`config.mk`:
```
export PLATFORM = sky130hd
export DESIGN_NAME = bram_channel_packer
export DESIGN_NICKNAME = d
export VERILOG_FILES = /design/src/rtl/bram_channel_packer.sv
export SDC_FILE = /design/constraint.sdc
export NUM_CORES = 1
export LEC_CHECK = 0
export CAP_MARGIN = 5
export CORE_MARGIN = 1.5
export CORE_UTILIZATION = 40
export DETAILED_ROUTE_END_ITERATION = 8
export PLACE_DENSITY = 0.61
export REMOVE_ABC_BUFFERS = 1
export SLEW_MARGIN = 30
export SYNTH_ARGS = -nofsm -noshare
export SYNTH_HDL_FRONTEND = slang
export SYNTH_SLANG_ARGS = --single-unit
```
`constraint.sdc`:
```
create_clock -name clk_i -period 3.02 [get_ports clk_i]
set_input_delay 0.302 -clock clk_i [delete_from_list [all_inputs] [get_ports clk_i]]
set_output_delay 0.302 -clock clk_i [all_outputs]
set_load 0.01 [all_outputs]
```
`src/rtl/bram_channel_packer.sv`:
```
// bram_channel_packer
//   Read-side front end between the address controller and the per-channel
//   image BRAMs. Accepted addresses are forwarded straight to the BRAMs.
//   A valid/addr/last shift register tracks each read through the BRAM
//   latency. Out-of-frame reads are zero-masked. The channels are packed
//   into one word, and the words are buffered in a credit-controlled
//   first-word-fall-through FIFO.
//
// Optional feature macro: PACKER_OOB_FLAG_EN
//   Adds out_oob_o, which flags a masked head word, and oob_count_o, a
//   saturating count of masked words pushed.
//
// Ports
//   clk_i          single clock, shared with the BRAMs
//   reset_i        asynchronous, active-high
//   clear_i        synchronous flush of in-flight reads and FIFO
//   addr_in_i      read address; addr_last_i frame tag; addr_valid_i qualifier
//   addr_ready_o   address accepted this cycle when addr_valid_i is high
//   bram_en_o      shared BRAM enable (= accept)
//   bram_addr_o    shared BRAM address
//   bram_rdata_i   channel k on [k*CH_WIDTH +: CH_WIDTH]
//   out_data_o     packed word; channel 0 sits in the highest field
//   out_last_o     frame tag of out_data_o
//   out_valid_o    FIFO not empty
//   out_ready_i    consumer accepts the head word
//   busy_o         reads in flight or FIFO not empty
module bram_channel_packer #(
  parameter int          CH_NUM     = 3,
  parameter int          CH_WIDTH   = 16,
  parameter int          OUT_WIDTH  = 64,
  parameter int          ADDR_WIDTH = 13,
  parameter int unsigned MAX_ADDR   = 7056,
  parameter int          RD_LATENCY = 2,
  parameter int          FIFO_DEPTH = 4
) (
  input  logic                         clk_i,
  input  logic                         reset_i,
  input  logic                         clear_i,
  input  logic [ADDR_WIDTH-1:0]        addr_in_i,
  input  logic                         addr_last_i,
  input  logic                         addr_valid_i,
  output logic                         addr_ready_o,
  output logic                         bram_en_o,
  output logic [ADDR_WIDTH-1:0]        bram_addr_o,
  input  logic [CH_NUM*CH_WIDTH-1:0]   bram_rdata_i,
  output logic [OUT_WIDTH-1:0]         out_data_o,
  output logic                         out_last_o,
  output logic                         out_valid_o,
  input  logic                         out_ready_i,
  output logic                         busy_o
`ifdef PACKER_OOB_FLAG_EN
  ,
  output logic                         out_oob_o,
  output logic [15:0]                  oob_count_o
`endif
);

  localparam int PTR_W = $clog2(FIFO_DEPTH);
  localparam int OCC_W = PTR_W + 1;
  // Wide enough to hold inflight + occ without wrapping.
  localparam int CNT_W = $clog2(FIFO_DEPTH + RD_LATENCY + 1);
`ifdef PACKER_OOB_FLAG_EN
  localparam int ENTRY_W = OUT_WIDTH + 2;
`else
  localparam int ENTRY_W = OUT_WIDTH + 1;
`endif
  localparam logic [ADDR_WIDTH:0] MAX_ADDR_C = (ADDR_WIDTH + 1)'(MAX_ADDR);
  localparam logic [CNT_W-1:0]    DEPTH_C    = CNT_W'(FIFO_DEPTH);

  logic                  rdy_en_q;
  logic [RD_LATENCY-1:0] pipe_vld_q;
  logic [RD_LATENCY-1:0] pipe_last_q;
  logic [ADDR_WIDTH-1:0] pipe_addr_q [RD_LATENCY];
  logic [ENTRY_W-1:0]    fifo_mem_q  [FIFO_DEPTH];
  logic [PTR_W-1:0]      wr_ptr_q;
  logic [PTR_W-1:0]      rd_ptr_q;
  logic [OCC_W-1:0]      occ_q;
`ifdef PACKER_OOB_FLAG_EN
  logic [15:0]           oob_cnt_q;
`endif

  logic [CNT_W-1:0]      inflight;
  logic [CNT_W-1:0]      credit_used;
  logic                  accept;
  logic                  push;
  logic                  pop;
  logic                  masked;
  logic [OUT_WIDTH-1:0]  packed_word;
  logic [ENTRY_W-1:0]    push_entry;
  logic [ENTRY_W-1:0]    head_entry;

  always_comb begin
    inflight = '0;
    for (int i = 0; i < RD_LATENCY; i++) begin
      inflight = inflight + CNT_W'(pipe_vld_q[i]);
    end
  end

  // Every accepted address has a reserved FIFO slot, counted from the
  // moment it enters the pipeline. Pushes therefore never need to stall.
  assign credit_used  = inflight + CNT_W'(occ_q);
  // rdy_en_q keeps ready low until the first edge after reset release.
  assign addr_ready_o = rdy_en_q & ~clear_i & (credit_used < DEPTH_C);
  assign accept       = addr_valid_i & addr_ready_o;
  assign bram_en_o    = accept;
  assign bram_addr_o  = accept ? addr_in_i : '0;

  assign masked = ({1'b0, pipe_addr_q[RD_LATENCY-1]} >= MAX_ADDR_C);
  assign push   = pipe_vld_q[RD_LATENCY-1] & ~clear_i;

  assign out_valid_o = (occ_q != '0);
  assign pop         = out_valid_o & out_ready_i & ~clear_i;
  assign busy_o      = (inflight != '0) | out_valid_o;

  always_comb begin
    packed_word = '0;
    if (!masked) begin
      for (int k = 0; k < CH_NUM; k++) begin
        packed_word[(CH_NUM-k)*CH_WIDTH-1 -: CH_WIDTH] = bram_rdata_i[k*CH_WIDTH +: CH_WIDTH];
      end
    end
  end

`ifdef PACKER_OOB_FLAG_EN
  assign push_entry = {masked, pipe_last_q[RD_LATENCY-1], packed_word};
`else
  assign push_entry = {pipe_last_q[RD_LATENCY-1], packed_word};
`endif

  // Gating the head with out_valid gives zero outputs while empty. It also
  // makes the outputs follow an asynchronous reset immediately.
  assign head_entry = out_valid_o ? fifo_mem_q[rd_ptr_q] : '0;
  assign out_data_o = head_entry[OUT_WIDTH-1:0];
  assign out_last_o = head_entry[OUT_WIDTH];
`ifdef PACKER_OOB_FLAG_EN
  assign out_oob_o   = head_entry[OUT_WIDTH+1];
  assign oob_count_o = oob_cnt_q;
`endif

  always_ff @(posedge clk_i or posedge reset_i) begin
    if (reset_i) begin
      rdy_en_q    <= 1'b0;
      pipe_vld_q  <= '0;
      pipe_last_q <= '0;
      wr_ptr_q    <= '0;
      rd_ptr_q    <= '0;
      occ_q       <= '0;
`ifdef PACKER_OOB_FLAG_EN
      oob_cnt_q   <= '0;
`endif
    end else begin
      rdy_en_q <= 1'b1;
      if (clear_i) begin
        pipe_vld_q  <= '0;
        pipe_last_q <= '0;
        wr_ptr_q    <= '0;
        rd_ptr_q    <= '0;
        occ_q       <= '0;
`ifdef PACKER_OOB_FLAG_EN
        oob_cnt_q   <= '0;
`endif
      end else begin
        pipe_vld_q[0]  <= accept;
        pipe_last_q[0] <= addr_last_i;
        for (int i = 1; i < RD_LATENCY; i++) begin
          pipe_vld_q[i]  <= pipe_vld_q[i-1];
          pipe_last_q[i] <= pipe_last_q[i-1];
        end
        if (push) wr_ptr_q <= wr_ptr_q + 1'b1;
        if (pop)  rd_ptr_q <= rd_ptr_q + 1'b1;
        case ({push, pop})
          2'b10:   occ_q <= occ_q + 1'b1;
          2'b01:   occ_q <= occ_q - 1'b1;
          default: occ_q <= occ_q;
        endcase
`ifdef PACKER_OOB_FLAG_EN
        if (push && masked && (oob_cnt_q != 16'hFFFF)) oob_cnt_q <= oob_cnt_q + 1'b1;
`endif
      end
    end
  end

  // Data-path storage needs no reset; validity is tracked by the pipeline
  // valids and by the FIFO occupancy.
  always_ff @(posedge clk_i) begin
    pipe_addr_q[0] <= addr_in_i;
    for (int i = 1; i < RD_LATENCY; i++) begin
      pipe_addr_q[i] <= pipe_addr_q[i-1];
    end
    if (push) fifo_mem_q[wr_ptr_q] <= push_entry;
  end

endmodule
```
==> metrics.cfg, run 1 <==
[setup_path]
crit_required_ps = 2720
cp_slowest_cell = clkdlybuf4s50_1
worstSetupStartpointType = register
cp_top_family = buffers and inverters
end_kind = primary output
crit_chain = ha_1 -> ha_1 -> a31oi_4 -> mux2i_1 -> buf_4 -> clkdlybuf4s50_1
worstPathArrival_ps = 2550
cpMostUsedCell = ha_1
critPathBufInv = 2
cp_slowest_stage_delay_ps = 540
criticalPathCategory = register to primary output
crit_fanout = 14

[layout]
fillers = 1860
n_antenna_cell = 0
final_area_um2 = 11580
drive_above_1_share_pct = 17.23
synthToLayoutAreaGrowth_pct = 26.65
nets = 715

[drt]
dr.pass1.iters = 6
drtAntennaViolNets = 0
drtIter0Drc = 222
drcViolationCount = 0
wl_per_cell_um = 19.53
num_vias = 4877
finalWirelength_um = 18380
routed_via_density = 5.183

[sta]
rsz0062_at_grt = no
tightestPinTransition_ps = 625.9
finalSetupTns_ps = 0
slew_headroom_pct = 58.28
hold_violations = 0
fmax_mhz = 350.1
setup_violations = 0
clock_skew_ps = 10.49
fin_crit_sh_pct = 94.59
setup_slack_ps = 163.4
fin_crit_ps = 2857
drv_slew = 0

[floorplan]
die_area_um2 = 23780
io_pins = 149
rows = 55
core_area_um2 = 22500
die_w_um = 154.2
initial_utilization_pct = 40.64
die_h_um = 154.2

[synthesis]
synth-seq-area-share_pct = 71.57
syn_inst = 494
syn_area_per_cell_um2 = 18.51
async_flop_share_pct = 5.310
ys_types = 38
ys_top_cells_by_area = edfxtp_1 (64%), mux4_2 (12%), and2_1 (4.3%), dfxtp_1 (3.9%), dfrtp_1 (3.3%)
synthTopCellsByCount = edfxtp_1 (196), and2_1 (63), mux4_2 (49), a21boi_0 (28), clkbuf_1 (20)
yosys_register_bits = 226
synth_area_um2 = 9146
yosys.area.top_type = edfxtp_1
ys.flop_type = edfxtp_1
yosysTopAreaCellShare_pct = 64.35
synth_warnings = 0
synth_edf_count = 196
synth.most_common_cell = edfxtp_1

[power_and_ir_drop]
power_frac_comb_pct = 26.9
power_density_nw_per_um2 = 734.5
p_leak_uw = 0.004036
power.switching_uw = 2166
pwr-share-clk_pct = 31.7
p_int_uw = 6343
swShare_pct = 25.45
pwr-share-seq_pct = 41.5
ir_drop_mv = 0.3467

[placed_design]
dp_hpwl_um = 10820
port_buffers = 132
placed_area_um2 = 10800
pre_cts_ws_ps = 455.9
place.gp.congestion = 0.7464

[cts]
cts_tree = yes
clock-sinks = 226
clock_path_buffers = 3
path_clk_slew_ps = 60
htreeDepth = 1
ctsRootBufferMaster = clkbuf_16
ctsHoldBuffers = 0
clkLatencyLatePin_ps = 500
cts_made_buffers = 24

[run]
drv_cap = 0

[global_routing]
grt_pass1_wl_um = 28460
overflow = 0
grt_max_degree = 52
grt_pass1_vias = 5138
track_usage_pct = 15.76
antenna_found_initial = 0

[worst_hold_path]
worstHoldPathType = input port to asynchronous set/reset pin

[status]
outcome = completed

==> cell families after synthesis <==
logic type               after synthesis  synth area share (%)
other                                  2               0.08211
XOR/XNOR                               7                0.6703
adder cells (fa/ha/maj)                8                 1.176
multiplexers                          52                 12.39
buffers and inverters                 56                 3.324
AND/OR/NAND/NOR                       86                 5.732
AO/OA/AOI/OAI                         57                 5.048
flip-flops                           226                 71.57
==> timing repair <==
item / CTS / global route
pin swaps: 1 / 0
endpoints found under the hold margin: 0 / 0
setup endpoints to repair: 13 / 12
setup buffers: 1 / 4
resized for setup: 8 / 7
==> cell usage in the layout (no fill, tap or decap), drive strengths merged, types with 2 or more instances in the layout <==
cell type,netlist,routed
and2,63,63
nor2,7,7
conb,2,17
dfxtp,18,18
a31oi,2,2
clkbuf,20,32
and3,5,5
dlymetal6s2s,0,7
buf,28,21
clkinv,0,9
edfxtp,196,196
dfrtp,12,12
a21boi,48,48
nor3,2,2
mux2i,3,3
clkdlybuf4s50,0,119
ha,7,7
dlygate4sd2,0,6
xnor2,4,4
xor2,3,3
mux4,49,49
nor2b,3,3
inv,8,7
==> per-layer routing <==
metal / wire length, um / up-vias / part of all wire, % / track usage, %
met2: 9176 / 156 / 50 / 27.67
met4: 289 / 0 / 1.6 / 3.329
met3: 1159 / 25 / 6.3 / 3.839
li1: - / 2166 / - / -
met1: 7754 / 2530 / 42 / 19.91
met5: 0 / - / 0 / 0
==> layout make-up <==
type                       count  area [um2]  area share, %
clock buffer                  32       651.9          5.628
multi-input combinational    227        2379          20.53
tap                          285       356.6          3.078
inverter                       8       30.03         0.2592
sequential                   226        6551          56.56
timing repair buffer         153        1543          13.32
clock inverter                10       72.57         0.6265
==> worst paths after layout <==
check,startpoint,end,slack [ps],cells after the start
max in group asynchronous,reset_i,rd_ptr_q[0],2510,2
hold / removal,reset_i,rd_ptr_q[0],130,2
hold reg to reg,pipe_addr_q[0][6],pipe_addr_q[0][19],330,0
min in group clk_i,addr_in_i[4],pipe_addr_q[0][4],270,1
setup / recovery,pipe_vld_q[1],bram_en_o,160,6
setup reg to reg,occ_q[0],occ_q[2],890,6
==> worst register-to-register path: cells and delay by family, from the launching register on <==
kind                       cells  cell delay (ps)
adders and majority gates      1              420
AOI/OAI and AO/OA              3              830
DFF                            1              510
and+or+nand+nor                2              270
==> power groups by stage <==
| stage | sequential (uW) | clock, uW | combinational (uW) |
|---|---|---|---|
| after floorplan | 3690 | 0 | 1020 |
| after global placement | 3620 | 0 | 2270 |
| after detailed placement | 3630 | 0 | 2280 |
| after CTS | 3560 | 2770 | 2290 |
| after global routing | 3540 | 2880 | 2480 |
| final | 3530 | 2690 | 2290 |
==> per-stage QoR <==
step	power (uW)	std cells	util [%]	hold slack [ps]
CTS	8617	937	51.26	148.2
floorplan	4711	461	-	166.7
finish	8508	941	51.48	134.9
global route	8890	941	51.48	147.0
detailed placement	5903	894	47.99	315.0
global placement	5893	894	47.95	311.9
==> flip-flops by register name, indices dropped and copies added, names as in the netlist <==
register and cells:
occ_q 3, fifo_mem_q 196, pipe_vld_q 2, pipe_last_q 2, rdy_en_q 1, pipe_addr_q 18, rd_ptr_q 2, wr_ptr_q 2
(Power assumes the default switching activity.)
==> run 2: changes to the inputs <==
--- a/config.mk
+++ b/config.mk
@@ -7,9 +7,10 @@
 export LEC_CHECK = 0
 export CAP_MARGIN = 5
 export CORE_MARGIN = 1.5
-export CORE_UTILIZATION = 40
+export CORE_UTILIZATION = 35
 export DETAILED_ROUTE_END_ITERATION = 8
-export PLACE_DENSITY = 0.61
+export MAX_ROUTING_LAYER = met4
+export PLACE_DENSITY = 0.54
 export REMOVE_ABC_BUFFERS = 1
 export SLEW_MARGIN = 30
 export SYNTH_ARGS = -nofsm -noshare
==> run 2 against run 1 <==
  * Via count down 2.3%
  * Largest cell class unchanged
  * Die area up 14%
  * Largest power group unchanged
  * Clock power down 1%
  * Count of clock-buffer cells in the layout up 2
  * Critical endpoint unchanged
  * Global-route usage down 1.1 points
==> metrics.cfg, run 2 (synthesis results as in run 1) <==
[sta]
slew_headroom_pct = 53.24  ; -5.0 points
drv_slew = 0  ; unchanged
fin_crit_ps = 2848  ; -8.720 ps
finalSetupTns_ps = 0  ; unchanged
fin_crit_sh_pct = 94.30  ; -0.29 points
fmax_mhz = 351.1  ; +0.31%
hold_violations = 0  ; unchanged
clock_skew_ps = 12.48  ; +1.994 ps
rsz0062_at_grt = no
setup_violations = 0  ; unchanged
tightestPinTransition_ps = 695.1  ; +69.28 ps

[status]
outcome = completed

[setup_path]
critPathBufInv = 2  ; unchanged
crit_path_start = pipe_vld_q[0]
cp_slowest_stage_delay_ps = 540  ; about the same
cp_top_family = buffers and inverters
criticalPathCategory = register to primary output
cpMostUsedCell = ha_1
r2r-start = occ_q[0]
worstSetupStartpointType = register
crit_chain = ha_1 -> ha_1 -> a31oi_4 -> mux2i_1 -> buf_4 -> clkdlybuf4s50_1
cp_slowest_cell = clkdlybuf4s50_1
crit_fanout = 14  ; unchanged
end_kind = primary output
crit_required_ps = 2720  ; about the same
worstPathArrival_ps = 2550  ; about the same

[layout]
drive_above_1_share_pct = 17.58  ; +0.36 points
largest_reg_flops = 196  ; unchanged
final_common_cell = edfxtp_1
final_cell_mix = edfxtp_1 (196), clkdlybuf4s50_1 (119), and2_1 (62)
max_flop_register = fifo_mem_q
reg_top3 = fifo_mem_q: 196 flops, pipe_addr_q: 18 flops, occ_q: 3 flops
final_area_um2 = 11660  ; +0.70%
synthToLayoutAreaGrowth_pct = 27.54
nets = 712  ; -0.42%
fin_util_pct = 45.93  ; -5.6 points

[cts]
ctsHoldBuffers = 0  ; unchanged
path_clk_slew_ps = 60  ; about the same
htreeDepth = 1  ; unchanged
clkLatencyLatePin_ps = 500  ; about the same
ctsRootBufferMaster = clkbuf_16
cts_made_buffers = 23  ; -4.2%
cts_tree = yes
clock_path_buffers = 3  ; unchanged
clock-sinks = 226  ; unchanged

[placed_design]
placed_area_um2 = 10860  ; +0.54%
place.gp.congestion = 0.7717  ; +3.4%
port_buffers = 132  ; unchanged
dp_hpwl_um = 10730  ; -0.86%

[global_routing]
overflow = 0  ; unchanged
track_usage_pct = 14.66  ; -1.1 points
grt_pass1_wl_um = 29070  ; +2.1%
grt_max_degree = 52  ; unchanged
antenna_found_initial = 1  ; +1
grt_pass1_vias = 5152  ; +0.27%

[drt]
finalWirelength_um = 18780  ; +2.2%
drtAntennaViolNets = 0  ; unchanged
drcViolationCount = 0  ; unchanged
drtIter0Drc = 258  ; +16%
num_vias = 4765  ; -2.3%
routed_via_density = 4.838  ; -6.7%
dr.pass1.iters = 4  ; -2
wl_per_cell_um = 19.06  ; -2.4%

[floorplan]
core_area_um2 = 25400  ; +13%
die_w_um = 164.7  ; +6.8%
die_h_um = 164.7  ; +6.8%
die_area_um2 = 27110  ; +14%
io_pins = 149  ; unchanged
rows = 58  ; +5.5%
initial_utilization_pct = 36.01  ; -4.6 points

[power_and_ir_drop]
ir_drop_mv = 0.3440  ; -0.77%
p_leak_uw = 0.004115  ; +2.0%
power_density_nw_per_um2 = 722.3  ; -1.7%

[worst_hold_path]
worstHoldPathType = input port to asynchronous set/reset pin

[run]
drv_cap = 0  ; unchanged

-- run 2: final timing paths --
kind,to,slack (ps),cells after the start
max in group asynchronous,rd_ptr_q[0],2540,2
hold / removal,wr_ptr_q[1],110,2
min in group clk_i,pipe_addr_q[0][10],270,1
setup / recovery,bram_en_o,170,6
setup reg to reg,occ_q[2],790,6
hold reg to reg,pipe_addr_q[0][17],320,0
-- run 2: through the flow --
step / setup WS [ps] / total power (uW) / cells / hold slack (ps)
after global placement: 523.7 / 5822 / 936 / 311.4
after detailed placement: 511.8 / 5842 / 936 / 312.1
final: 172.1 / 8426 / 985 / 111.8
after floorplan: -156.4 / 4711 / 461 / 166.7
after CTS: 16.08 / 8527 / 978 / 125.8
after global routing: 12.89 / 8829 / 985 / 158.2
-- run 2: power breakdown --
| part | switching [uW] | leakage, uW | internal (uW) |
|---|---|---|---|
| Sequential | 72.8 | 0.00208 | 3460 |
| Clock | 1120 | 0.000356 | 1530 |
| Combinational | 980 | 0.00168 | 1260 |
-- run 2: per-layer routing --
metal  vias up  global-route usage, %  routed length [um]
met4         0                  3.399                 312
met2       142                  23.87                9266
li1       2163                      -                   -
met5         -                      -                   0
met3        26                  2.486                1078
met1      2434                  19.29                8122
-- run 2: cell type report --
cell class,count,area (um2)
well taps,330,412.9
clock inverters,8,43.79
inverters,8,32.53
clock buffers,34,668.1
diodes,1,2.502
flip-flops and latches,226,6551
fillers,2238,13730
multi-input cells,227,2379
repair buffers,151,1575
-- run 2: worst register-to-register path: cells and delay by family (launching register included) --
family / cells / cell delay, ps
AO/OA/AOI/OAI: 3 / 920
flip-flops: 1 / 500
adder cells (fa/ha/maj): 1 / 430
AND/OR/NAND/NOR: 2 / 270
-- run 2: repair_timing --
item	in CTS	in global routing
endpoints found under the setup margin	16	16
gates resized for setup	2	14
pin swaps	1	0
buffers inserted	0	6
==> run 3: changes to the inputs <==
--- a/config.mk
+++ b/config.mk
@@ -16,3 +16,4 @@
 export SYNTH_ARGS = -nofsm -noshare
 export SYNTH_HDL_FRONTEND = slang
 export SYNTH_SLANG_ARGS = --single-unit
+export TNS_END_PERCENT = 30
==> run 3 against run 2 <==
  * First-iteration DRC count increased by 4.3%
  * Global-route usage did not move
  * Sequential power hardly changed
  * Register-to-register slack barely moved
  * Maximum frequency shrank 1.5%
  * Total power is 0.68% lower
  * Setup slack got worse by 43 ps
  * Count of clock-buffer cells in the layout unchanged
  * Critical endpoint is now out_data_o[22]
  * Largest cell class unchanged
==> metrics.cfg, run 3 (synthesis results as in run 1) <==
[cts]
cts_tree = yes
ctsHoldBuffers = 0  ; unchanged
cts_made_buffers = 23  ; unchanged
htreeDepth = 1  ; unchanged
clkLatencyLatePin_ps = 500  ; about the same
path_clk_slew_ps = 60  ; about the same
clock-sinks = 226  ; unchanged
ctsRootBufferMaster = clkbuf_16
cts_setup_buffers = 0  ; unchanged
clock_path_buffers = 3  ; unchanged

[sta]
fin_crit_sh_pct = 95.71  ; +1.4 points
rsz0062_at_grt = yes
setup_violations = 0  ; unchanged
tightestPinTransition_ps = 706.4  ; +11.30 ps
hold_violations = 0  ; unchanged
drv_slew = 0  ; unchanged
slew_headroom_pct = 52.48  ; -0.76 points
clock_skew_ps = 12.93  ; +0.4523 ps
fmax_mhz = 346.0  ; -1.5%
fin_crit_ps = 2891  ; +42.64 ps

[worst_hold_path]
worstHoldPathType = input port to asynchronous set/reset pin

[drt]
finalWirelength_um = 18750  ; -0.17%
drcViolationCount = 0  ; unchanged
dr.pass1.iters = 4  ; unchanged
routed_via_density = 4.845  ; +0.15%
drtIter0Drc = 269  ; +4.3%
wl_per_cell_um = 19.15  ; +0.45%
drtAntennaViolNets = 0  ; unchanged
num_vias = 4743  ; -0.46%

[global_routing]
grt_pass1_vias = 5152  ; unchanged
track_usage_pct = 14.66  ; unchanged
antenna_found_initial = 1  ; unchanged
grt_max_degree = 52  ; unchanged
overflow = 0  ; unchanged
top_usage_layer = met2
met3_usage_pct = 2.486  ; unchanged
met1_usage_pct = 19.29  ; unchanged
use_met2_pct = 23.87  ; unchanged
grt_pass1_wl_um = 29070  ; unchanged

[layout]
final_common_cell = edfxtp_1
reg_top3 = fifo_mem_q: 196 flops, pipe_addr_q: 18 flops, occ_q: 3 flops
final_area_um2 = 11620  ; -0.42%
largest_reg_flops = 196  ; unchanged
synthToLayoutAreaGrowth_pct = 27.00
drive_above_1_share_pct = 16.82  ; -0.76 points
fin_util_pct = 45.73  ; -0.19 points
nets = 706  ; -0.84%
final_cells = 979  ; -0.61%
regArea_um2 = 6551  ; unchanged
fillers = 2236  ; -0.089%
final_cell_mix = edfxtp_1 (196), clkdlybuf4s50_1 (119), and2_1 (62)
max_flop_register = fifo_mem_q
multi_input_area_um2 = 2379  ; unchanged

[placed_design]
port_buffers = 132  ; unchanged
dp_hpwl_um = 10730  ; unchanged
dp_cells = 936  ; unchanged
place.gp.congestion = 0.7717  ; unchanged
placed_area_um2 = 10860  ; unchanged

[power_and_ir_drop]
ir_drop_mv = 0.3438  ; about the same
p_leak_uw = 0.004082  ; -0.80%
power_density_nw_per_um2 = 720.5  ; -0.26%
design_power_total_uw = 8369  ; -0.68%

[setup_path]
worstSetupStartpointType = register
end_kind = primary output
crit_fanout = 23  ; +9
crit_chain = buf_12 -> mux4_2 -> and2_1 -> clkdlybuf4s50_1
criticalPathCategory = register to primary output
cp_top_family = buffers and inverters
reg2reg_setup_slack_ps = 790  ; about the same
cp_slowest_cell = dfrtp_4
critPathBufInv = 2  ; unchanged
crit_required_ps = 2720  ; about the same
worstPathArrival_ps = 2590  ; +40 ps
cp_slowest_stage_delay_ps = 580  ; +40 ps

[run]
drv_cap = 0  ; unchanged

[floorplan]
die_h_um = 164.7  ; unchanged
io_pins = 149  ; unchanged
rows = 58  ; unchanged
die_w_um = 164.7  ; unchanged
die_area_um2 = 27110  ; unchanged
core_area_um2 = 25400  ; unchanged
initial_utilization_pct = 36.01  ; unchanged

[status]
outcome = completed

[run 3: per-layer routing]
| metal | routed length (um) | part of all wire, % |
|---|---|---|
| met1 | 8132 | 43 |
| met4 | 312 | 1.7 |
| met5 | 0 | 0 |
| met2 | 9224 | 49 |
| met3 | 1079 | 5.8 |
[run 3: path summary, 6_finish.rpt]
check,from,endpoint,cells past startpoint
max,rd_ptr_q[0],out_data_o[22],4
min,reset_i,wr_ptr_q[1],2
max reg2reg,occ_q[0],occ_q[2],6
min reg2reg,pipe_addr_q[0][4],pipe_addr_q[0][17],0
max in group asynchronous,reset_i,rd_ptr_q[0],2
min in group clk_i,addr_in_i[7],pipe_addr_q[0][7],1
[run 3: timing repair]
action | 4_1_cts | 5_1_grt
endpoints found under the setup margin | 16 | 16
pin swaps | 1 | 0
resized for setup | 2 | 13
[run 3: per-stage QoR]
stage                     hold slack, ps  TNS (ps)  setup slack, ps
after global placement             311.4         0            523.7
final                              114.7         0            129.4
after detailed placement           312.1         0            511.8
after CTS                          125.8         0            16.08
after global routing               158.2    -13.67           -6.024
after floorplan                    166.7     -7666           -156.4
[run 3: layout make-up]
cell class / count / area share, %
inverter: 8 / 0.2801
clock buffer: 34 / 5.752
tap: 330 / 3.555
multi-input combinational: 227 / 20.48
sequential: 226 / 56.40
timing repair buffer: 145 / 13.14
clock inverter: 8 / 0.3770
antenna: 1 / 0.02154
[run 3: where the power goes]
part / internal, uW / switching, uW
Clock: 1530 / 1110
Combinational: 1220 / 954
Sequential: 3460 / 90.3
Total: 6210 / 2160
